`config.mk`:
```
export PLATFORM = sky130hd
export DESIGN_NAME = fir_axil_cfg_slave
export DESIGN_NICKNAME = d
export VERILOG_FILES = /design/src/rtl/fir_axil_cfg_slave.sv
export SDC_FILE = /design/constraint.sdc
export NUM_CORES = 1
export LEC_CHECK = 0
export ABC_AREA = 1
export BUFFER_PORTS_ARGS = -buffer_cell sky130_fd_sc_hd__buf_4
export CAP_MARGIN = 10
export CORE_MARGIN = 5
export CORE_UTILIZATION = 40
export CTS_CLUSTER_DIAMETER = 40
export DETAILED_ROUTE_END_ITERATION = 7
export PLACE_DENSITY = 0.76
export SLEW_MARGIN = 20
export SYNTH_ARGS = -nofsm -noshare
export SYNTH_HDL_FRONTEND = slang
export SYNTH_SLANG_ARGS = --single-unit
export TNS_END_PERCENT = 20
```
`constraint.sdc`:
```
create_clock -name aclk -period 1.3 [get_ports aclk]
set_clock_uncertainty 0.05 [all_clocks]
set_input_delay 0.13 -clock aclk [delete_from_list [all_inputs] [get_ports aclk]]
set_output_delay 0.13 -clock aclk [all_outputs]
set_load 0.005 [all_outputs]
```
`src/rtl/fir_axil_cfg_slave.sv`:
```
// ---------------------------------------------------------------------------
// fir_axil_cfg_slave
//
// AXI4-Lite responder for the FIR configuration space. Holds ap_ctrl
// (idle/done/start), the tap count and the data length, and maps tap
// coefficients onto the external tap BRAM. While a run is active (idle=0)
// the tap BRAM port belongs to the FIR core; the AXI side can neither read
// nor write taps during that time.
//
// Address map (region = addr[31:28]):
//   0x0  ap_ctrl  {bit2 idle, bit1 done, bit0 start}
//   0x1  tap_num
//   0x2  data_len
//   0x3  tap[k], k = addr[TAP_NUM_WIDTH-1:0]
//   else writes dropped, reads return 0
//
// Handshake rules: a write is taken when awvalid and wvalid are both high in
// IDLE (write wins over a simultaneous arvalid); awready/wready are then high
// together for exactly one cycle. A read raises arready for one cycle, then
// rvalid two cycles later (arvalid -> rvalid = 3 cycles); rvalid and rdata
// hold until rready is seen high on a clock edge.
//
// Ports:
//   aclk, areset                      clock, synchronous active-high reset
//   in_s_aw*/in_s_w*/out_s_awready/
//   out_s_wready                      AXI-Lite write address/data channels
//   in_s_ar*/out_s_arready/out_s_rvalid/
//   in_s_rready/out_s_rdata           AXI-Lite read address/data channels
//   out_tap_WE/EN/A/Di, in_tap_Do     tap BRAM port (1-cycle read latency)
//   in_core_tap_EN/A                  core tap read request (used while busy)
//   in_core_done                      core pulse: run finished
//   out_ap_start                      one-cycle start pulse to the core
//   out_tap_num, out_data_len         configuration registers
//   dbg_state                         current FSM state
// ---------------------------------------------------------------------------
module fir_axil_cfg_slave #(
   parameter int pADDR_WIDTH   = 32,
   parameter int pDATA_WIDTH   = 32,
   parameter int TAP_NUM_WIDTH = 10
) (
   input  logic                       aclk,
   input  logic                       areset,
   input  logic                       in_s_awvalid,
   input  logic [pADDR_WIDTH-1:0]     in_s_awaddr,
   output logic                       out_s_awready,
   input  logic                       in_s_wvalid,
   input  logic [pDATA_WIDTH-1:0]     in_s_wdata,
   output logic                       out_s_wready,
   input  logic                       in_s_arvalid,
   input  logic [pADDR_WIDTH-1:0]     in_s_araddr,
   output logic                       out_s_arready,
   output logic                       out_s_rvalid,
   input  logic                       in_s_rready,
   output logic [pDATA_WIDTH-1:0]     out_s_rdata,
   output logic [pDATA_WIDTH/8-1:0]   out_tap_WE,
   output logic                       out_tap_EN,
   output logic [TAP_NUM_WIDTH-1:0]   out_tap_A,
   output logic [pDATA_WIDTH-1:0]     out_tap_Di,
   input  logic [pDATA_WIDTH-1:0]     in_tap_Do,
   input  logic                       in_core_tap_EN,
   input  logic [TAP_NUM_WIDTH-1:0]   in_core_tap_A,
   input  logic                       in_core_done,
   output logic                       out_ap_start,
   output logic [pDATA_WIDTH-1:0]     out_tap_num,
   output logic [pDATA_WIDTH-1:0]     out_data_len,
   output logic [2:0]                 dbg_state
);

   localparam int WE_WIDTH = pDATA_WIDTH / 8;

   localparam logic [3:0] REG_CTRL     = 4'h0;
   localparam logic [3:0] REG_TAP_NUM  = 4'h1;
   localparam logic [3:0] REG_DATA_LEN = 4'h2;
   localparam logic [3:0] REG_TAP      = 4'h3;

   typedef enum logic [2:0] {
      S_IDLE    = 3'd0,
      S_WR      = 3'd1,
      S_RD_RAM  = 3'd2,
      S_RD_WAIT = 3'd3,
      S_RD_RESP = 3'd4
   } state_t;

   state_t state_q, state_d;

   // control / configuration state
   logic                     ap_start_q;
   logic                     ap_done_q;
   logic                     ap_idle_q;
   logic [pDATA_WIDTH-1:0]   tap_num_q;
   logic [pDATA_WIDTH-1:0]   data_len_q;

   // read path state
   logic [3:0]               rd_region_q;
   logic                     rd_tap_ok_q;   // tap read was allowed to touch the BRAM
   logic [pDATA_WIDTH-1:0]   rdata_q;

   // FSM-side tap port request, before the ownership mux
   logic                     fsm_tap_en;
   logic [WE_WIDTH-1:0]      fsm_tap_we;
   logic [TAP_NUM_WIDTH-1:0] fsm_tap_a;
   logic [pDATA_WIDTH-1:0]   fsm_tap_di;

   logic [3:0]               wr_region;
   logic [3:0]               rd_region;
   logic                     wr_fire;
   logic                     rd_done;
   logic [pDATA_WIDTH-1:0]   ctrl_word;

   assign wr_region = in_s_awaddr[pADDR_WIDTH-1 -: 4];
   assign rd_region = in_s_araddr[pADDR_WIDTH-1 -: 4];
   assign wr_fire   = (state_q == S_WR);
   assign rd_done   = (state_q == S_RD_RESP) && in_s_rready;
   assign ctrl_word = {{(pDATA_WIDTH-3){1'b0}}, ap_idle_q, ap_done_q, ap_start_q};

   // address bits between the tap index and the region select are ignored
   logic unused_addr_bits;
   assign unused_addr_bits = ^{in_s_awaddr[pADDR_WIDTH-5:TAP_NUM_WIDTH],
                               in_s_araddr[pADDR_WIDTH-5:TAP_NUM_WIDTH]};

   // ------------------------------------------------------------------
   // FSM: state register
   // ------------------------------------------------------------------
   always_ff @(posedge aclk) begin
      if (areset) state_q <= S_IDLE;
      else        state_q <= state_d;
   end

   // ------------------------------------------------------------------
   // FSM: next state
   // ------------------------------------------------------------------
   always_comb begin
      state_d = state_q;
      case (state_q)
         S_IDLE: begin
            if (in_s_awvalid && in_s_wvalid) state_d = S_WR;
            else if (in_s_arvalid)           state_d = S_RD_RAM;
         end
         S_WR:      state_d = S_IDLE;
         S_RD_RAM:  state_d = S_RD_WAIT;
         S_RD_WAIT: state_d = S_RD_RESP;
         S_RD_RESP: if (in_s_rready) state_d = S_IDLE;
         default:   state_d = S_IDLE;
      endcase
   end

   // ------------------------------------------------------------------
   // FSM: outputs
   // ------------------------------------------------------------------
   always_comb begin
      out_s_awready = 1'b0;
      out_s_wready  = 1'b0;
      out_s_arready = 1'b0;
      out_s_rvalid  = 1'b0;
      fsm_tap_en    = 1'b0;
      fsm_tap_we    = '0;
      fsm_tap_a     = '0;
      fsm_tap_di    = '0;
      case (state_q)
         S_WR: begin
            out_s_awready = 1'b1;
            out_s_wready  = 1'b1;
            // tap writes go straight to the BRAM in the handshake cycle
            if (wr_region == REG_TAP && ap_idle_q) begin
               fsm_tap_en = 1'b1;
               fsm_tap_we = '1;
               fsm_tap_a  = in_s_awaddr[TAP_NUM_WIDTH-1:0];
               fsm_tap_di = in_s_wdata;
            end
         end
         S_RD_RAM: begin
            out_s_arready = 1'b1;
            // araddr is still held this cycle, so it can address the BRAM directly
            if (rd_region == REG_TAP && ap_idle_q) begin
               fsm_tap_en = 1'b1;
               fsm_tap_a  = in_s_araddr[TAP_NUM_WIDTH-1:0];
            end
         end
         S_RD_RESP: out_s_rvalid = 1'b1;
         default: ;
      endcase
   end

   // ------------------------------------------------------------------
   // Tap BRAM ownership: the core owns the port for the whole run
   // ------------------------------------------------------------------
   always_comb begin
      if (!ap_idle_q) begin
         out_tap_EN = in_core_tap_EN;
         out_tap_A  = in_core_tap_A;
         out_tap_WE = '0;
         out_tap_Di = '0;
      end else begin
         out_tap_EN = fsm_tap_en;
         out_tap_A  = fsm_tap_a;
         out_tap_WE = fsm_tap_we;
         out_tap_Di = fsm_tap_di;
      end
   end

   // ------------------------------------------------------------------
   // ap_ctrl: start pulse, done (read-to-clear), idle
   // Later assignments win: a core_done in the same cycle as the
   // read-to-clear leaves done set.
   // ------------------------------------------------------------------
   always_ff @(posedge aclk) begin
      if (areset) begin
         ap_start_q <= 1'b0;
         ap_done_q  <= 1'b0;
         ap_idle_q  <= 1'b1;
      end else begin
         ap_start_q <= 1'b0;
         if (wr_fire && wr_region == REG_CTRL && in_s_wdata[0] && ap_idle_q) begin
            ap_start_q <= 1'b1;
            ap_idle_q  <= 1'b0;
            ap_done_q  <= 1'b0;
         end
         if (rd_done && rd_region_q == REG_CTRL) begin
            ap_done_q <= 1'b0;
         end
         if (in_core_done) begin
            ap_done_q <= 1'b1;
            ap_idle_q <= 1'b1;
         end
      end
   end

   // ------------------------------------------------------------------
   // Configuration registers: frozen while a run is active
   // ------------------------------------------------------------------
   always_ff @(posedge aclk) begin
      if (areset) begin
         tap_num_q  <= '0;
         data_len_q <= '0;
      end else if (wr_fire && ap_idle_q) begin
         if (wr_region == REG_TAP_NUM)  tap_num_q  <= in_s_wdata;
         if (wr_region == REG_DATA_LEN) data_len_q <= in_s_wdata;
      end
   end

   // ------------------------------------------------------------------
   // Read path: latch the region in RD_RAM, capture data in RD_WAIT,
   // hold it through RD_RESP
   // ------------------------------------------------------------------
   always_ff @(posedge aclk) begin
      if (areset) begin
         rd_region_q <= '0;
         rd_tap_ok_q <= 1'b0;
         rdata_q     <= '0;
      end else begin
         if (state_q == S_RD_RAM) begin
            rd_region_q <= rd_region;
            rd_tap_ok_q <= ap_idle_q;
         end
         if (state_q == S_RD_WAIT) begin
            case (rd_region_q)
               REG_CTRL:     rdata_q <= ctrl_word;
               REG_TAP_NUM:  rdata_q <= tap_num_q;
               REG_DATA_LEN: rdata_q <= data_len_q;
               REG_TAP:      rdata_q <= rd_tap_ok_q ? in_tap_Do : '0;
               default:      rdata_q <= '0;
            endcase
         end
      end
   end

   assign out_s_rdata  = rdata_q;
   assign out_ap_start = ap_start_q;
   assign out_tap_num  = tap_num_q;
   assign out_data_len = data_len_q;
   assign dbg_state    = state_q;

endmodule

```
* After elaboration in Yosys (flattened, before gate mapping)
Cells that the tools add are included.
** Storage, ports and cells
- Output and inout port bits :: 151
- Bits of input ports :: 146
- Bits in registers :: 107
- Word-level logic and storage cells :: 66
** Cells by class
- Muxes and demuxes :: 27
- Equality and inequality tests :: 13
- Reductions and logical operators :: 17
** Operators by type and width (count)
- two-way mux 32 bit :: 4
- one-hot mux 32 bit (4 select lines) :: 1
- two-way mux 10 bit :: 3
- == test 4 x 2 -> 1 bit, second input constant :: 5
- one-hot mux 10 bit (2 select lines) :: 1
- two-way mux 4 bit :: 3
- one-hot mux 3 bit (4 select lines) :: 1
- two-way mux 1 bit :: 10
- logical AND 1 bit :: 9
- two-way mux 3 bit :: 3
- == test 4 x 1 -> 1 bit, second input constant :: 2
- zero test 4 bit :: 2
- == test 3 x 2 -> 1 bit, second input constant :: 2
- AND reduction 2 bit :: 3
- == test 3 x 1 -> 1 bit, second input constant :: 1
- == test 3 bit, second input constant :: 1
- zero test 3 bit :: 1
- != test 3 bit, second input constant :: 1
- nonzero test 3 bit :: 1
- != test 2 bit, second input constant :: 1
- one-hot mux 1 bit (2 select lines) :: 1
- OR reduction 2 bit :: 1

* Logic depth before layout (Yosys ltp)
- Word-level depth :: 7
- Mapped depth :: 8
- Depth with buffers taken out :: 7

* Least setup slack after synthesis
OpenSTA, ideal clock, no wires.
- Path kind :: reg-to-output
- Start point :: reg state_q[1] (netlist: dbg_state[1])
- End point :: out out_tap_A[0]
- Data required time :: 1.120 ns
- Stages on the path, launching flop included :: 7
- Path slack :: -0.032 ns
- Path buffers :: 1
- Arrival time :: 1.152 ns
- Cells stage by stage :: dfxtp_1 > inv_2 > nand3_4 > nor3_2 > buf_2 > nand2_1 > nand3_1
** Between the ends
- Longest elaborated chain between the ends :: 3
- Elaborated cells between the ends (all ways) :: 4
- Classes of those cells :: eq/ne (2); mux (2)
** Ends and longest elaborated chain
- start, declared :: line 84 : state_t state_q, state_d;
- start signal, assigned :: line 126 : else state_q <= state_d;
- == test 3 x 2 -> 1 bit / == test 3 x 1 -> 1 bit (equally long branches) :: line 159 : case (state_q)
- one-hot mux 10 bit (2 select lines) * :: line 159
- two-way mux 10 bit * :: line 188 : if (!ap_idle_q) begin
- end, declared :: line 57 : output logic [TAP_NUM_WIDTH-1:0] out_tap_A,
Mark *: on every way between the ends. The rest lies on a longest branch, timed or not.

* Worst setup path after layout
- Start point :: reg state_q[2] (netlist: dbg_state[2])
- End point :: out out_tap_A[6]
The elaborated chain is that of the path after synthesis.

==> impl_metrics.ini <==
[run_status]
status = finished, violations left
violations = setup timing

[sta]
slew_violations = 0
finalSetupViolations = 151
finalHoldViolations = 0
rsz0062_at_grt = yes
slew-limit-headroom_pct = 80.0
fin_ws_ns = -0.430
fmax_mhz = 578
final.period_utilization_pct = 133
worst_slew_pin_slew_ns = 0.298
fin_crit_ns = 1.73

[pwr]
power_frac_seq_pct = 42.3
switching_share_pct = 27.9
p_clk_share_pct = 38.4
p_total_mw = 7.96
p_comb_share_pct = 19.3
irDropWorstVdd_v = 0.000534
power.density_nw_per_um2 = 942
cellInternalPower_mw = 5.75
power_switching_mw = 2.22
total_leakage_power_nw = 3.81

[logic_synthesis]
ys_seq_area_share_pct = 40.5
synth_area_leaders = dfxtp_1 (41%), nand3_1 (17%), nand2_1 (13%)
ys_types = 24
synth_seq_cells = 107
netlist.area_leader.share_pct = 40.5
syn_nets = 923
synthCells = 777
syn_area_per_cell_um2 = 6.80
yosys_warnings = 0
synth.cell_area_um2 = 5290
yosys.area.top_type = dfxtp_1

[placement]
port_buffers = 260
dp_hpwl_um = 15100
place_ws_ns = -0.179
dp_cells = 1196
gp_congestion = 0.813

[critical_path]
crit_path_end_kind = primary output
path_class = reg2out
worstPathMaxFanout = 6
cp-start-kind = register
critPathArrivalTime_ns = 1.55
required_ns = 1.12

[clock_network]
clk_pin_slew_ns = 0.07
clock_sinks = 107
cts_tree = done
htreeDepth = 3
cts_root_buf = clkbuf_16
cts_buffers = 9
clk_path_buf_depth = 2
insertion_delay_ns = 0.35

[floorplan]
die-area_um2 = 15600
start_util_pct = 40.4
die_height_um = 125
ios = 297
fp.dieW_um = 125
core_um2 = 13100
fp-row-count = 42

[routing]
detail-route-antenna-nets = 0
drt-initial-drc-count = 548
drt_wl_total_um = 21000
drc = 0
vias = 6517
dr.pass1.iters = 5
vias_per_cell = 5.30
route.detailed.wl_per_inst_um = 17.1

[global_route]
met2_usage_pct = 44.8
busiest_layer = met2
met1_usage_pct = 30.8
grt_pass1_wl_um = 32700
first_global_vias = 6167
grt_max_degree = 51
antenna_found_initial = 0
grt_overflow_total = 0
grt_usage_pct = 25.4
grt_util_met3_pct = 5.50

[cells_and_area]
mostFrequentLayoutCells = buf_4 (290), nand3_1 (169), nand2_1 (169), dfxtp_1 (103), a21oi_1 (86)
drive_gt1_share_pct = 40.6
nFillCells = 1169
diodes = 0
final_cells = 1229
syn2layout_area_growth_pct = 60.0
nets = 1194
layout_commonest_cell = buf_4

[hold_path]
hold_class = in2reg

[flow_run]
maxCapViolCount = 0
-- synthesized netlist by cell type --
cell / count
nor2_4: 2
a211oi_1: 1
inv_1: 42
nor3_2: 1
o21ai_1: 1
nand2_1: 177
a21oi_1: 103
nor2_1: 43
nand4_1: 29
clkbuf_1: 18
buf_2: 39
buf_1: 1
buf_6: 6
nand3b_1: 4
nor2_2: 4
inv_2: 6
nand3_4: 1
or2_2: 1
nor3_4: 1
buf_4: 5
dfxtp_1: 107
o21ai_0: 6
nand3_1: 178
o211ai_1: 1
-- layout make-up --
cell class                 count  area (um2)  share of cell area [%]
clock buffer                  10         239                    2.83
sequential                   107        2150                    25.4
tap                          176         220                    2.60
timing repair buffer         329        2710                    32.1
inverter                      48         185                    2.19
clock inverter                 6        96.3                    1.14
multi-input combinational    553        2850                    33.7
-- final timing paths --
path	startpoint	endpoint	slack, ns	depth (start not counted)
worst max-delay path	dbg_state[2]	out_tap_A[6]	-0.43	9
worst min-delay path	in_s_wvalid	dbg_state[0]	0.02	3
worst max register to register	dbg_state[2]	out_s_rdata[1]	-0.23	10
worst min register to register	out_s_rdata[31]	out_s_rdata[31]	0.41	2
-- power by group through the flow --
| stage | clock network [mW] | registers [mW] | logic, mW |
|---|---|---|---|
| finish | 3.06 | 3.37 | 1.54 |
| global route | 3.23 | 3.37 | 1.64 |
| CTS | 3.11 | 3.37 | 1.49 |
| detailed placement | 0 | 3.44 | 1.39 |
| global placement | 0 | 3.44 | 1.38 |
| floorplan | 0 | 3.43 | 0.666 |
-- through the flow --
stage	setup TNS (ns)	cell area [um2]	util, %	hold slack, ns
2_1_floorplan	-0.278	5290	-	0.199
3_3_place_gp	-4.84	7630	58.3	0.318
3_5_place_dp	-8.94	7630	58.3	0.313
4_1_cts	-26.33	8310	63.5	0.00828
5_1_grt	-41.31	8460	64.6	0.0190
6_report	-30.64	8460	64.6	0.0175
-- kinds of logic after synthesis --
logic type             Yosys count  synth area share (%)
AO/OA/AOI/OAI                  112                  10.7
buffers and inverters          117                  10.4
flip-flops                     107                  40.5
AND/OR/NAND/NOR                441                  38.3
-- sequential cells by signal, summed over array words and instances (netlist names) --
| register | flops |
|---|---|
| ap_idle_q | 1 |
| out_s_rdata | 32 |
| dbg_state | 3 |
| rd_region_q | 4 |
| out_data_len | 32 |
| out_tap_num | 32 |
| out_ap_start | 1 |
| rd_tap_ok_q | 1 |
| ap_done_q | 1 |
-- repair_timing --
item	in CTS	in global routing
endpoints found under the setup margin	145	154
gates cloned	2	0
hold buffers	4	0
gates resized for setup	72	38
hold endpoints to repair	6	0
buffers inserted	9	2
pin swaps	40	28
-- worst max-delay path: stages, from the launching register on --
cell     delay, ns
dfxtp_2       0.33
inv_2         0.08
nand2_2       0.08
nor2_4        0.09
nand2_2       0.08
nor2_4        0.12
buf_6         0.16
nand2_1       0.08
nand3_2       0.07
buf_4         0.10
-- per-layer routing --
metal | routed length [um] | part of all wire, %
met1 | 8290 | 39
met2 | 10500 | 50
met3 | 1730 | 8.2
met4 | 459 | 2.2
met5 | 0 | 0
No activity file was read; power rests on OpenSTA's default activity.
